==> config.mk <==
export PLATFORM = sky130hd
export DESIGN_NAME = bus_addr_sequencer_flat
export DESIGN_NICKNAME = d
export VERILOG_FILES = /design/src/rtl/bus_addr_sequencer_if.sv /design/src/rtl/bus_addr_sequencer.sv /design/src/flat_wrapper.sv
export SDC_FILE = /design/constraint.sdc
export NUM_CORES = 1
export LEC_CHECK = 0
export CAP_MARGIN = 10
export CORE_MARGIN = 5
export CORE_UTILIZATION = 35
export DETAILED_ROUTE_END_ITERATION = 16
export GPL_TIMING_DRIVEN = 0
export PLACE_DENSITY = 0.64
export SLEW_MARGIN = 10
export SYNTH_ARGS = -nofsm -noshare
export SYNTH_HDL_FRONTEND = slang
export SYNTH_SLANG_ARGS = --single-unit
==> constraint.sdc <==
create_clock -name clk -period 1.45 [get_ports clk]
set_clock_uncertainty 0.2 [all_clocks]
set_input_delay 0.3625 -clock clk [delete_from_list [all_inputs] [get_ports clk]]
set_output_delay 0.3625 -clock clk [all_outputs]
set_load 0.02 [all_outputs]
==> src/rtl/bus_addr_sequencer_if.sv <==
// Address-burst bus between the sequencer (master) and its command source / decoder (slave).
interface bus_addr_sequencer_if #(
  parameter int ADDR_W = 4,
  parameter int LEN_W  = 4
);
  logic              start;
  logic [ADDR_W-1:0] start_addr;
  logic [LEN_W-1:0]  burst_len;
  logic              addr_ready;
  logic [ADDR_W-1:0] addr;
  logic              addr_valid;
  logic              busy;
  logic              done;
  logic [LEN_W:0]    beat_cnt;
  logic              timeout_err;

  modport master (
    input  start, start_addr, burst_len, addr_ready,
    output addr, addr_valid, busy, done, beat_cnt, timeout_err
  );

  modport slave (
    output start, start_addr, burst_len, addr_ready,
    input  addr, addr_valid, busy, done, beat_cnt, timeout_err
  );
endinterface

==> src/rtl/bus_addr_sequencer.sv <==
// Burst address sequencer: issues burst_len+1 consecutive addresses over valid/ready.
// Optional stall abort is compiled in with `define SEQ_STALL_TIMEOUT_EN.
module bus_addr_sequencer #(
  parameter int ADDR_W      = 4,
  parameter int LEN_W       = 4,
  parameter int TIMEOUT_CYC = 8
) (
  input  logic                        clk,
  input  logic                        rst_n,
  bus_addr_sequencer_if.master        bus
);
  typedef enum logic [1:0] {S_IDLE, S_ISSUE, S_DONE} state_e;

  state_e            state_q, state_d;
  logic [ADDR_W-1:0] addr_q, addr_d;
  logic [LEN_W-1:0]  len_q, len_d;
  logic [LEN_W:0]    beat_cnt_q, beat_cnt_d;
  logic              xfer;

  assign xfer = (state_q == S_ISSUE) && bus.addr_ready;

`ifdef SEQ_STALL_TIMEOUT_EN
  localparam int STALL_W = $clog2(TIMEOUT_CYC + 1);
  logic [STALL_W-1:0] stall_q, stall_d;
  logic               timeout_err_q, timeout_err_d;
`endif

  always_comb begin
    state_d    = state_q;
    addr_d     = addr_q;
    len_d      = len_q;
    beat_cnt_d = beat_cnt_q;
`ifdef SEQ_STALL_TIMEOUT_EN
    stall_d       = stall_q;
    timeout_err_d = timeout_err_q;
`endif
    case (state_q)
      S_IDLE: begin
        if (bus.start) begin
          addr_d     = bus.start_addr;
          len_d      = bus.burst_len;
          beat_cnt_d = '0;
          state_d    = S_ISSUE;
`ifdef SEQ_STALL_TIMEOUT_EN
          stall_d       = '0;
          timeout_err_d = 1'b0;
`endif
        end
      end
      S_ISSUE: begin
        if (xfer) begin
          addr_d     = addr_q + 1'b1;
          beat_cnt_d = beat_cnt_q + 1'b1;
          // beat_cnt_q counts beats already done, so equality marks the final beat
          if (beat_cnt_q == {1'b0, len_q}) state_d = S_DONE;
`ifdef SEQ_STALL_TIMEOUT_EN
          stall_d = '0;
        end else if (stall_q == STALL_W'(TIMEOUT_CYC - 1)) begin
          stall_d       = '0;
          timeout_err_d = 1'b1;
          state_d       = S_IDLE;
        end else begin
          stall_d = stall_q + 1'b1;
`endif
        end
      end
      S_DONE:  state_d = S_IDLE;
      default: state_d = S_IDLE;
    endcase
  end

  always_ff @(posedge clk or negedge rst_n) begin
    if (!rst_n) begin
      state_q    <= S_IDLE;
      addr_q     <= '0;
      len_q      <= '0;
      beat_cnt_q <= '0;
`ifdef SEQ_STALL_TIMEOUT_EN
      stall_q       <= '0;
      timeout_err_q <= 1'b0;
`endif
    end else begin
      state_q    <= state_d;
      addr_q     <= addr_d;
      len_q      <= len_d;
      beat_cnt_q <= beat_cnt_d;
`ifdef SEQ_STALL_TIMEOUT_EN
      stall_q       <= stall_d;
      timeout_err_q <= timeout_err_d;
`endif
    end
  end

  assign bus.addr       = addr_q;
  assign bus.addr_valid = (state_q == S_ISSUE);
  assign bus.busy       = (state_q == S_ISSUE);
  assign bus.done       = (state_q == S_DONE);
  assign bus.beat_cnt   = beat_cnt_q;
`ifdef SEQ_STALL_TIMEOUT_EN
  assign bus.timeout_err = timeout_err_q;
`else
  assign bus.timeout_err = 1'b0;
`endif
endmodule

==> src/flat_wrapper.sv <==
// flat-port wrapper written by rule: the top's interface ports become plain ports
module bus_addr_sequencer_flat 
#(
  parameter int ADDR_W      = 4,
  parameter int LEN_W       = 4,
  parameter int TIMEOUT_CYC = 8
)
  (clk, rst_n, bus_start, bus_start_addr, bus_burst_len, bus_addr_ready, bus_addr, bus_addr_valid, bus_busy, bus_done, bus_beat_cnt, bus_timeout_err);
  bus_addr_sequencer_if #(.ADDR_W(ADDR_W), .LEN_W(LEN_W)) bus_i ();
  input  logic clk;
  input  logic rst_n;
  input wire logic [$bits(bus_i.start)-1:0] bus_start;
  input wire logic [$bits(bus_i.start_addr)-1:0] bus_start_addr;
  input wire logic [$bits(bus_i.burst_len)-1:0] bus_burst_len;
  input wire logic [$bits(bus_i.addr_ready)-1:0] bus_addr_ready;
  output wire logic [$bits(bus_i.addr)-1:0] bus_addr;
  output wire logic [$bits(bus_i.addr_valid)-1:0] bus_addr_valid;
  output wire logic [$bits(bus_i.busy)-1:0] bus_busy;
  output wire logic [$bits(bus_i.done)-1:0] bus_done;
  output wire logic [$bits(bus_i.beat_cnt)-1:0] bus_beat_cnt;
  output wire logic [$bits(bus_i.timeout_err)-1:0] bus_timeout_err;
  assign bus_i.start = bus_start;
  assign bus_i.start_addr = bus_start_addr;
  assign bus_i.burst_len = bus_burst_len;
  assign bus_i.addr_ready = bus_addr_ready;
  assign bus_addr = bus_i.addr;
  assign bus_addr_valid = bus_i.addr_valid;
  assign bus_busy = bus_i.busy;
  assign bus_done = bus_i.done;
  assign bus_beat_cnt = bus_i.beat_cnt;
  assign bus_timeout_err = bus_i.timeout_err;
  bus_addr_sequencer #(.ADDR_W(ADDR_W), .LEN_W(LEN_W), .TIMEOUT_CYC(TIMEOUT_CYC)) u_core (.clk(clk), .rst_n(rst_n), .bus(bus_i));
endmodule
==> impl_metrics.json <==
{
  "status": "complete, but fails checks",
  "violations": "setup timing",
  "setup_viol": 16,
  "grt_usage_pct": 13.6,
  "async_flop_share_pct": 100,
  "arrival_ns": 1.13,
  "crit_type": "reg2out",
  "layout_setup_ws_ns": -0.241,
  "wl_met3_um": 160,
  "syn_nets": 91,
  "overflow": 0,
  "yosysMostFrequentCell": "dfrtp_1",
  "diodes": 0,
  "synth_edf_count": 0,
  "peakVddDrop_mv": 1.17,
  "cp_top_family": "flip-flops",
  "yosysTopAreaCell": "dfrtp_1",
  "max_stage_delay_ns": 0.46,
  "wl_per_cell_um": 14.0,
  "cp_max_fo": 3,
  "worstHoldPathType": "in2async",
  "die_height_um": 57.9,
  "timing_hold_violations_final": 0,
  "dpl.cell_count": 128,
  "drc": 0,
  "ys_warn_count": 0,
  "cts.sinks": 15,
  "clk_pin_slew_worst_paths_ns": 0.09,
  "drive_above_1_share_pct": 50.8,
  "crit_slowest_cell": "dfrtp_2",
  "routed.top_layer": "met4",
  "finalCriticalPeriod_ns": 1.69,
  "multi_input_area_um2": 467,
  "first_global_vias": 805,
  "h-tree-depth": 1,
  "num_rows": 17,
  "yosysSeqAreaShare_pct": 46.8,
  "postRouteAntennaNets": 0,
  "ys_seq_elements": 15,
  "r2r-start": "u_core.state_q[0]$_DFFE_PN0P_",
  "critPathLaunchType": "flip-flop",
  "fp.dieW_um": 57.9,
  "dp_hpwl_mm": 1.33,
  "r2r-end": "u_core.bus.beat_cnt[4]$_DFFE_PN0P_",
  "synthTopCellsByCount": "dfrtp_1 (15), nand2_1 (7), nand3_1 (6), nor2_1 (5), xnor2_1 (5)",
  "cap_violations": 0,
  "stdcell_count": 154,
  "viasPerCell": 4.88,
  "first_iter_violations": 19,
  "grt_max_degree": 16,
  "critPathCaptureType": "primary output",
  "drt-total-wl_mm": 2.15,
  "fin_crit_sh_pct": 117,
  "rrSetupSlack_ns": -0.15,
  "synthFlopType": "dfrtp_1",
  "synth_cell_types": 26,
  "reg2reg_depth": 6,
  "cp_num_buf_inv": 2,
  "numCtsBuffers": 3,
  "slew_violations": 0,
  "cp.depth": 3,
  "syn-cell-area_um2": 802,
  "initial_core_util_pct": 36.6,
  "postSynthCellCount": 77,
  "ios": 25,
  "p_leak_nw": 0.624,
  "met2_length_mm": 1.11,
  "rsz0062_at_grt": "true",
  "insertion_delay_ns": 0.29,
  "place.gp.congestion": 0.749,
  "fill_cells": 182,
  "crit_chain": "buf_4 -> nor2b_4 -> buf_6",
  "clockRootBuffer": "clkbuf_4",
  "antenna_found_initial": 0,
  "area_growth_pct": 69.3,
  "core_um2": 2190,
  "seqCellArea_um2": 382,
  "fmax_mhz": 591,
  "netlist.area_leader.share_pct": 46.8,
  "synth_area_leaders": "dfrtp_1 (47%), mux2_2 (5.6%), xnor2_1 (5.5%), nand3_1 (3.7%), buf_4 (3.7%)",
  "tightestPinTransition_ns": 0.697,
  "maxSlewHeadroom_pct": 53.4,
  "drt-met1-wl_um": 860,
  "clockBufferDepth": 2,
  "cp.required_ns": 0.89,
  "design.die.area_um2": 3350,
  "nets": 141,
  "io_buffers": 23,
  "cts_tree": "built",
  "pre_cts_ws_ns": -0.657,
  "drtPass1Iterations": 4,
  "p_per_area_nw_per_um2": 2110,
  "syn_avg_cell_area_um2": 10.4,
  "vias": 752,
  "grt_pass1_wl_mm": 3.52
}
## report_power, final
part	switching, W	internal (W)
Sequential	0.000173	0.000614
Combinational	0.000856	0.000984
Clock	0.000136	0.000107
## flip-flops by register name, summed over array words and instances (netlist names)
| signal | count |
|---|---|
| u_core.len_q | 4 |
| u_core.bus.beat_cnt | 5 |
| u_core.bus.addr | 4 |
| u_core.state_q | 2 |
## routing by layer
layer	global-route usage, %	up-vias
li1	-	362
met2	23.5	25
met5	0	-
met4	7.28	0
met3	4.01	2
met1	14.9	363
## placed cells by master (no fill, tap or decap), types with 2 or more instances in the layout
master	n
buf_4	19
buf_6	10
dfrtp_1	10
clkdlybuf4s50_1	9
nand2_1	7
buf_2	7
nand3_1	6
xnor2_1	5
dfrtp_2	5
nor2_1	4
mux2_4	4
o21ai_0	4
clkbuf_4	3
a21oi_2	2
a21oi_1	2
nand4_1	2
nor3_2	2
ha_1	2
buf_12	2
## cell families after synthesis
| group | Yosys count | synth area share [%] |
|---|---|---|
| other | 1 | 0.468 |
| AND/OR/NAND/NOR | 30 | 21.7 |
| multiplexers | 6 | 8.58 |
| XOR/XNOR | 7 | 7.64 |
| adder cells (fa/ha/maj) | 2 | 3.12 |
| AO/OA/AOI/OAI | 11 | 7.49 |
| flip-flops | 15 | 46.8 |
| buffers and inverters | 5 | 4.21 |
## worst max-delay path by stage
stage,startpoint,end,slack [ns]
4_1_cts,u_core.state_q[1]$_DFFE_PN0P_,bus_busy,-0.37
5_1_grt,u_core.state_q[1]$_DFFE_PN0P_,bus_busy,-0.27
3_5_place_dp,u_core.state_q[1]$_DFFE_PN0P_,bus_busy,-0.66
2_1_floorplan,u_core.state_q[1]$_DFFE_PN0P_,bus_busy,-0.07
3_3_place_gp,u_core.state_q[1]$_DFFE_PN0P_,bus_busy,-0.64
6_report,u_core.state_q[0]$_DFFE_PN0P_,bus_done,-0.24
## layout make-up
type                       instances  area share (%)
buffer                             2            1.38
inverter                           1           0.461
clock buffer                       4            1.94
tap                               28            2.58
timing repair buffer              47            31.2
multi-input combinational         57            34.4
sequential                        15            28.1
## repair_timing
item                                    in CTS  in global routing
endpoints found under the hold margin        0                  0
hold buffers                                 0                  0
cloned                                       0                  0
buffers inserted                            19                  5
pin swaps                                    6                  5
resized for setup                           70                  8
endpoints found under the setup margin      25                 20
## per-stage QoR
stage	utilization [%]	total power (W)	area, um^2	hold WS, ns	TNS (ns)
final	62.0	0.00287	1360	0.285	-1.94
after global routing	62.0	0.00306	1360	0.359	-2.50
after CTS	60.1	0.00280	1320	0.327	-2.26
after detailed placement	50.7	0.00216	1110	0.306	-10.38
after global placement	50.7	0.00213	1110	0.312	-9.50
after floorplan	-	0.00169	845	-0.133	-0.224
Note: power is estimated with default switching activity, not from simulation.
